## config.mk

```make
export PLATFORM = sky130hd
export DESIGN_NAME = draw_sprite_engine
export DESIGN_NICKNAME = d
export VERILOG_FILES = /design/src/rtl/draw_sprite_engine.sv
export SDC_FILE = /design/constraint.sdc
export NUM_CORES = 1
export LEC_CHECK = 0
export BUFFER_PORTS_ARGS = -buffer_cell sky130_fd_sc_hd__buf_4
export CORE_MARGIN = 10
export CORE_UTILIZATION = 54
export CTS_BUF_LIST = sky130_fd_sc_hd__clkbuf_8 sky130_fd_sc_hd__clkbuf_16
export DETAILED_ROUTE_END_ITERATION = 10
export HOLD_SLACK_MARGIN = 0.03
export PLACE_DENSITY = 0.8
export SKIP_LAST_GASP = 1
export SYNTH_ARGS = -nofsm -noshare
export SYNTH_HDL_FRONTEND = slang
export SYNTH_SLANG_ARGS = --single-unit
```

## constraint.sdc

```tcl
create_clock -name clk -period 3.48 [get_ports clk]
set_clock_uncertainty 0.15 [all_clocks]
set_input_delay 1.044 -clock clk [delete_from_list [all_inputs] [get_ports clk]]
set_output_delay 1.044 -clock clk [all_outputs]
set_load 0.1 [all_outputs]
```

## src/rtl/draw_sprite_engine.sv

```systemverilog
// Rectangle renderer: walks a SPRITE_W x SPRITE_H area row-major, either from a sprite ROM
// (with colour-key transparency) or as a solid fill, emitting one clipped VGA write per pixel.
module draw_sprite_engine #(
   parameter int SPRITE_W  = 16,
   parameter int SPRITE_H  = 16,
   parameter int SCREEN_W  = 160,
   parameter int SCREEN_H  = 120,
   parameter int X_W       = 8,
   parameter int Y_W       = 7,
   parameter int COLOR_W   = 3,
   parameter int ROM_LAT   = 1,
   parameter int KEY_COLOR = 0,
   parameter int ADDR_W    = (SPRITE_W * SPRITE_H > 1) ? $clog2(SPRITE_W * SPRITE_H) : 1
) (
   input  logic               clk,
   input  logic               resetn,
   input  logic               start,
   input  logic               mode,
   input  logic [X_W-1:0]     x_in,
   input  logic [Y_W-1:0]     y_in,
   input  logic [COLOR_W-1:0] fill_colour,
   output logic [ADDR_W-1:0]  rom_addr,
   input  logic [COLOR_W-1:0] rom_data,
   output logic [X_W-1:0]     vga_x,
   output logic [Y_W-1:0]     vga_y,
   output logic [COLOR_W-1:0] vga_colour,
   output logic               plot,
   output logic               busy,
   output logic               done
);

   localparam int COL_W = (SPRITE_W > 1) ? $clog2(SPRITE_W) : 1;
   localparam int ROW_W = (SPRITE_H > 1) ? $clog2(SPRITE_H) : 1;
   localparam int LAT_W = (ROM_LAT > 1) ? $clog2(ROM_LAT) : 1;

   localparam logic [COL_W-1:0]   LAST_COL = COL_W'(SPRITE_W - 1);
   localparam logic [ROW_W-1:0]   LAST_ROW = ROW_W'(SPRITE_H - 1);
   localparam logic [X_W:0]       SCR_W_PX = (X_W + 1)'(SCREEN_W);
   localparam logic [Y_W:0]       SCR_H_PY = (Y_W + 1)'(SCREEN_H);
   localparam logic [COLOR_W-1:0] KEY_C    = COLOR_W'(KEY_COLOR);
   localparam logic [LAT_W-1:0]   LAT_LOAD = LAT_W'(ROM_LAT - 1);

   typedef enum logic [2:0] {
      S_IDLE,
      S_FETCH,
      S_WAIT,
      S_WRITE,
      S_DONE
   } state_t;

   state_t             r_state;
   state_t             w_stateNext;
   logic [COL_W-1:0]   r_col;
   logic [ROW_W-1:0]   r_row;
   logic [X_W-1:0]     r_xLat;
   logic [Y_W-1:0]     r_yLat;
   logic               r_modeLat;
   logic [COLOR_W-1:0] r_fillLat;
   logic [LAT_W-1:0]   r_latCnt;
   logic [X_W-1:0]     r_lastX;
   logic [Y_W-1:0]     r_lastY;

   logic               w_lastCol;
   logic               w_lastPix;
   logic               w_inWrite;
   logic [X_W:0]       w_px;
   logic [Y_W:0]       w_py;
   logic               w_visible;

   assign w_lastCol = (r_col == LAST_COL);
   assign w_lastPix = w_lastCol && (r_row == LAST_ROW);
   assign w_inWrite = (r_state == S_WRITE);

   // One extra bit on the screen coordinates keeps off-screen pixels from wrapping back on-screen.
   assign w_px = (X_W + 1)'(r_xLat) + (X_W + 1)'(r_col);
   assign w_py = (Y_W + 1)'(r_yLat) + (Y_W + 1)'(r_row);
   assign w_visible = (w_px < SCR_W_PX) && (w_py < SCR_H_PY) && (r_modeLat || (rom_data != KEY_C));

   always_ff @(posedge clk or negedge resetn) begin
      if (!resetn) begin
         r_state <= S_IDLE;
      end else begin
         r_state <= w_stateNext;
      end
   end

   always_comb begin
      w_stateNext = r_state;
      case (r_state)
         S_IDLE: begin
            if (start) begin
               w_stateNext = mode ? S_WRITE : S_FETCH;
            end
         end
         S_FETCH: begin
            w_stateNext = (ROM_LAT > 1) ? S_WAIT : S_WRITE;
         end
         S_WAIT: begin
            if (r_latCnt == LAT_W'(1)) begin
               w_stateNext = S_WRITE;
            end
         end
         S_WRITE: begin
            if (w_lastPix) begin
               w_stateNext = S_DONE;
            end else if (r_modeLat) begin
               w_stateNext = S_WRITE;
            end else begin
               w_stateNext = S_FETCH;
            end
         end
         S_DONE: begin
            w_stateNext = S_IDLE;
         end
         default: begin
            w_stateNext = S_IDLE;
         end
      endcase
   end

   // The latency counter loads in FETCH so WAIT lasts exactly ROM_LAT-1 cycles.
   always_ff @(posedge clk or negedge resetn) begin
      if (!resetn) begin
         r_col     <= '0;
         r_row     <= '0;
         r_xLat    <= '0;
         r_yLat    <= '0;
         r_modeLat <= 1'b0;
         r_fillLat <= '0;
         r_latCnt  <= '0;
         r_lastX   <= '0;
         r_lastY   <= '0;
      end else begin
         case (r_state)
            S_IDLE: begin
               if (start) begin
                  r_xLat    <= x_in;
                  r_yLat    <= y_in;
                  r_modeLat <= mode;
                  r_fillLat <= fill_colour;
                  r_col     <= '0;
                  r_row     <= '0;
               end
            end
            S_FETCH: begin
               r_latCnt <= LAT_LOAD;
            end
            S_WAIT: begin
               r_latCnt <= r_latCnt - LAT_W'(1);
            end
            S_WRITE: begin
               r_lastX <= w_px[X_W-1:0];
               r_lastY <= w_py[Y_W-1:0];
               if (w_lastCol) begin
                  r_col <= '0;
                  r_row <= w_lastPix ? '0 : r_row + ROW_W'(1);
               end else begin
                  r_col <= r_col + COL_W'(1);
               end
            end
            default: begin
            end
         endcase
      end
   end

   assign rom_addr   = ADDR_W'(r_row) * ADDR_W'(SPRITE_W) + ADDR_W'(r_col);
   assign vga_x      = w_inWrite ? w_px[X_W-1:0] : r_lastX;
   assign vga_y      = w_inWrite ? w_py[Y_W-1:0] : r_lastY;
   assign vga_colour = !w_inWrite ? '0 : (r_modeLat ? r_fillLat : rom_data);
   assign plot       = w_inWrite && w_visible;
   assign busy       = (r_state != S_IDLE);
   assign done       = (r_state == S_DONE);

endmodule

```

==> metrics.txt <==
outcome=complete, but fails checks; failing checks=negative setup slack; worst r2r src=r_xLat[0]; Final HPWL DP=4090 um; Post-Synth XOR/XNOR Area=3.623%; Vias=1,956; Final Hold Slack=0.3224 ns; syn_nets=271; max-cap violations=0; DR pass1 iterations=4; DR iter-0 viols=72; WL per Instance=16.42 um; slowest stage delay, CP=0.50 ns; Reg2Reg Depth=9; clk slew on worst S/H paths=0.09 ns; Std-Cell Rows=24; reg2reg setup slack=1.36 ns; Post-synth ARST share=100.0%; Via density=5.525; Critical Path RT=2.29 ns; DRT antenna net count=0; CORE AREA=0.004354 mm2; worst-path cell chain=ha_4, inv_2, fa_2, nor2b_2, o31a_1, a41oi_2, o311ai_2, a211oi_4, buf_12; Max VDD drop=0.4799 mV; FF-to-FF End=r_lastX[4]; dpl ws=0.1365 ns; sequential area share after synthesis=47.62%; Synth warnings=0; GRT Resource Usage Total=14.78%; drt drc=0; # IOs=54; hold buffer count at CTS=0; mux contribution to synthesized area=9.576%; Worst Tran Pin Value=0.5706 ns; Distinct cells, synth=44; Compound-Gate Fraction of Synth Area=15.06%; shortest period the worst path allows=3.580 ns; main combinational cell family by area after synthesis=compound AO/OA/AOI/OAI gates; Initial Utilization=55.52%; Die Width=86.91 um; Pwr per Cell Area=641.7 mW/mm2; clock root buffer=clkbuf_8; Pins Over Slew Limit=0; Top FF cell, synth=dfrtp_1; hold violation total from the final report=0; Longest Clk Path Bufs=2; Relative slew margins=61.96%; crit start category=register; Seq cells post-synth=46; met3 wire length=335 um; FILL cells=278; largest net degree at the start of global routing=47; fin nets=338; WL final=5813 um; Worst EP arrival=2.39 ns; I/O Buffers=53; TritonCTS clock tree=built; Chip Height=86.91 um; n_diodes=0; highest routed layer=met4; flip-flop and latch area=0.001176 mm2; Post-Synth Simple-Gate Area=13.10%; Hold Crit Depth=2; die area=0.007552 mm2; Max FO, Critical Path=4; Mapped Area=0.002417 mm2; layout cell share with drive strength beyond 1=47.35%; first-pass GRT wire length=9308 um; mean post-synth cell area=10.33 um2; Fmax achieved=279.3 MHz; Lkg Pwr=1.532 nW; worst-skew pair later-pin latency=0.30 ns; initial antenna violation count=0; global route total overflow=0; final worst slack=-0.09993 ns; # setup viols final=4; EDFF count, synth=0; Cells after Synth=234; # clock sinks=46; Multi-input gate area=0.001408 mm2; Final Cycle Share=102.9%; Worst path slowest cell=dfrtp_4; RSZ-0062 raised after global routing=true; Setup CP Type=register to primary output; Hold Path Sink=r_lastX[1]; number of global-route vias before repair=2,029; met2 WL post-DR=2914 um; total CTS buffers=5; worst hold path type=register to register; synth-to-layout area growth=40.53%; routed length on met1=2479 um; CTS H-tree lvls=2; hold path startpoint=r_lastX[1]; Setup crit end kind=primary output; RePlAce Congestion=0.8383; Synth Area in Adders=6.832%
==> metal layers <==
metal	global-route usage (%)	vias up
li1	-	961
met1	17.34	942
met2	25.18	46
met3	4.307	7
met4	4.713	0
met5	0	-
==> worst max path at each step <==
| stage | startpoint | to | slack [ns] | cells after the start |
|---|---|---|---|---|
| floorplan | r_row[0] | plot | -0.34 | 8 |
| global placement | rom_data[1] | plot | 0.13 | 7 |
| detailed placement | rom_data[1] | plot | 0.14 | 7 |
| CTS | r_row[2] | plot | -0.11 | 7 |
| global route | r_col[1] | plot | -0.18 | 7 |
| finish | r_col[0] | plot | -0.1 | 9 |
==> layout by cell type, fill, tap and decap left out, types with 3 or more instances in the layout <==
master | synthesis | layout
ha_4 | 0 | 3
nor2_2 | 0 | 3
o21ai_2 | 0 | 9
mux2_4 | 9 | 9
buf_4 | 2 | 62
nand3_1 | 8 | 7
o21ai_0 | 28 | 16
buf_12 | 1 | 6
a21oi_1 | 9 | 7
mux2_2 | 5 | 5
xor2_1 | 5 | 5
nor2_1 | 13 | 10
o21ai_4 | 0 | 3
dfrtp_4 | 0 | 6
mux2i_1 | 4 | 4
inv_1 | 11 | 10
xnor2_1 | 5 | 3
ha_1 | 10 | 5
clkbuf_8 | 0 | 8
dfrtp_1 | 46 | 38
nand2_1 | 34 | 34
==> kinds of logic after synthesis <==
logic type / Yosys count
xor+xnor: 10
mux: 18
buf+inv: 20
compound gates: 60
flops: 46
fa+ha+maj: 12
simple gates: 68
==> area by class of cell <==
type                       instances  area share (%)
clock buffer                       8           3.241
sequential                        46           34.62
timing repair buffer              69           17.57
multi-input combinational        168           41.44
tap                               52           1.915
inverter                          11           1.215
==> Yosys cell counts (2+ instances only) <==
library cell   n  area, um2
o41ai_1        2      17.52
buf_2          2      10.01
nand2_1       34      127.6
o21ai_1        2      10.01
nand2b_1       2      12.51
a21oi_1        9      45.04
buf_4          2      15.01
clkbuf_1       4      15.01
o21ai_0       28      140.1
mux2i_1        4      40.04
a211oi_1       2      15.01
xor2_1         5      43.79
fa_1           2      40.04
o22ai_1        2      12.51
mux2_4         9      135.1
nand3_1        8      40.04
ha_1          10      125.1
dfrtp_1       46       1151
o31ai_1        2      15.01
nor2b_1        2      12.51
inv_1         11      41.29
xnor2_1        5      43.79
nor3_1         2      10.01
mux2_2         5      56.30
nor2_1        13      48.80
a41oi_1        2      17.52
a31oi_1        2      12.51
==> registers in the layout, summed over array words and instances (netlist names), 3 cells and up <==
signal     flops
r_lastX        8
r_yLat         7
r_col          4
r_lastY        7
r_xLat         8
r_row          4
r_state        3
r_fillLat      3
==> worst max-delay path, delay by kind of cell (launching register included) <==
family          cells  cell delay [ns]
flops               1             0.50
simple gates        1             0.05
fa+ha+maj           2             0.36
compound gates      4             0.92
buf+inv             2             0.26
==> repair_timing <==
action,4_1_cts,5_1_grt
pin swaps,6,6
setup endpoints to repair,5,6
gates cloned,0,0
gates resized for setup,16,12
buffers inserted,8,4
hold endpoints to repair,0,0
==> report_power, final <==
part / leakage [nW] / internal, W / total [W] / switching (W)
Sequential: 0.564 / 0.000623 / 0.000675 / 0.0000524
Combinational: 0.911 / 0.000321 / 0.00112 / 0.000804
Clock: 0.0575 / 0.000201 / 0.000380 / 0.000179
==> metrics by stage <==
step	setup TNS [ns]	area [um2]	std cells	util (%)	power [W]
after detailed placement	0	3067	334	70.43	0.001708
after floorplan	-1.012	2621	234	-	0.001482
final	-0.2579	3397	354	78.02	0.002180
after global routing	-0.7737	3397	354	78.02	0.002281
after global placement	0	3067	334	70.43	0.001694
after CTS	-0.1502	3304	350	75.89	0.002151
Note: power is estimated with default switching activity, not from simulation.
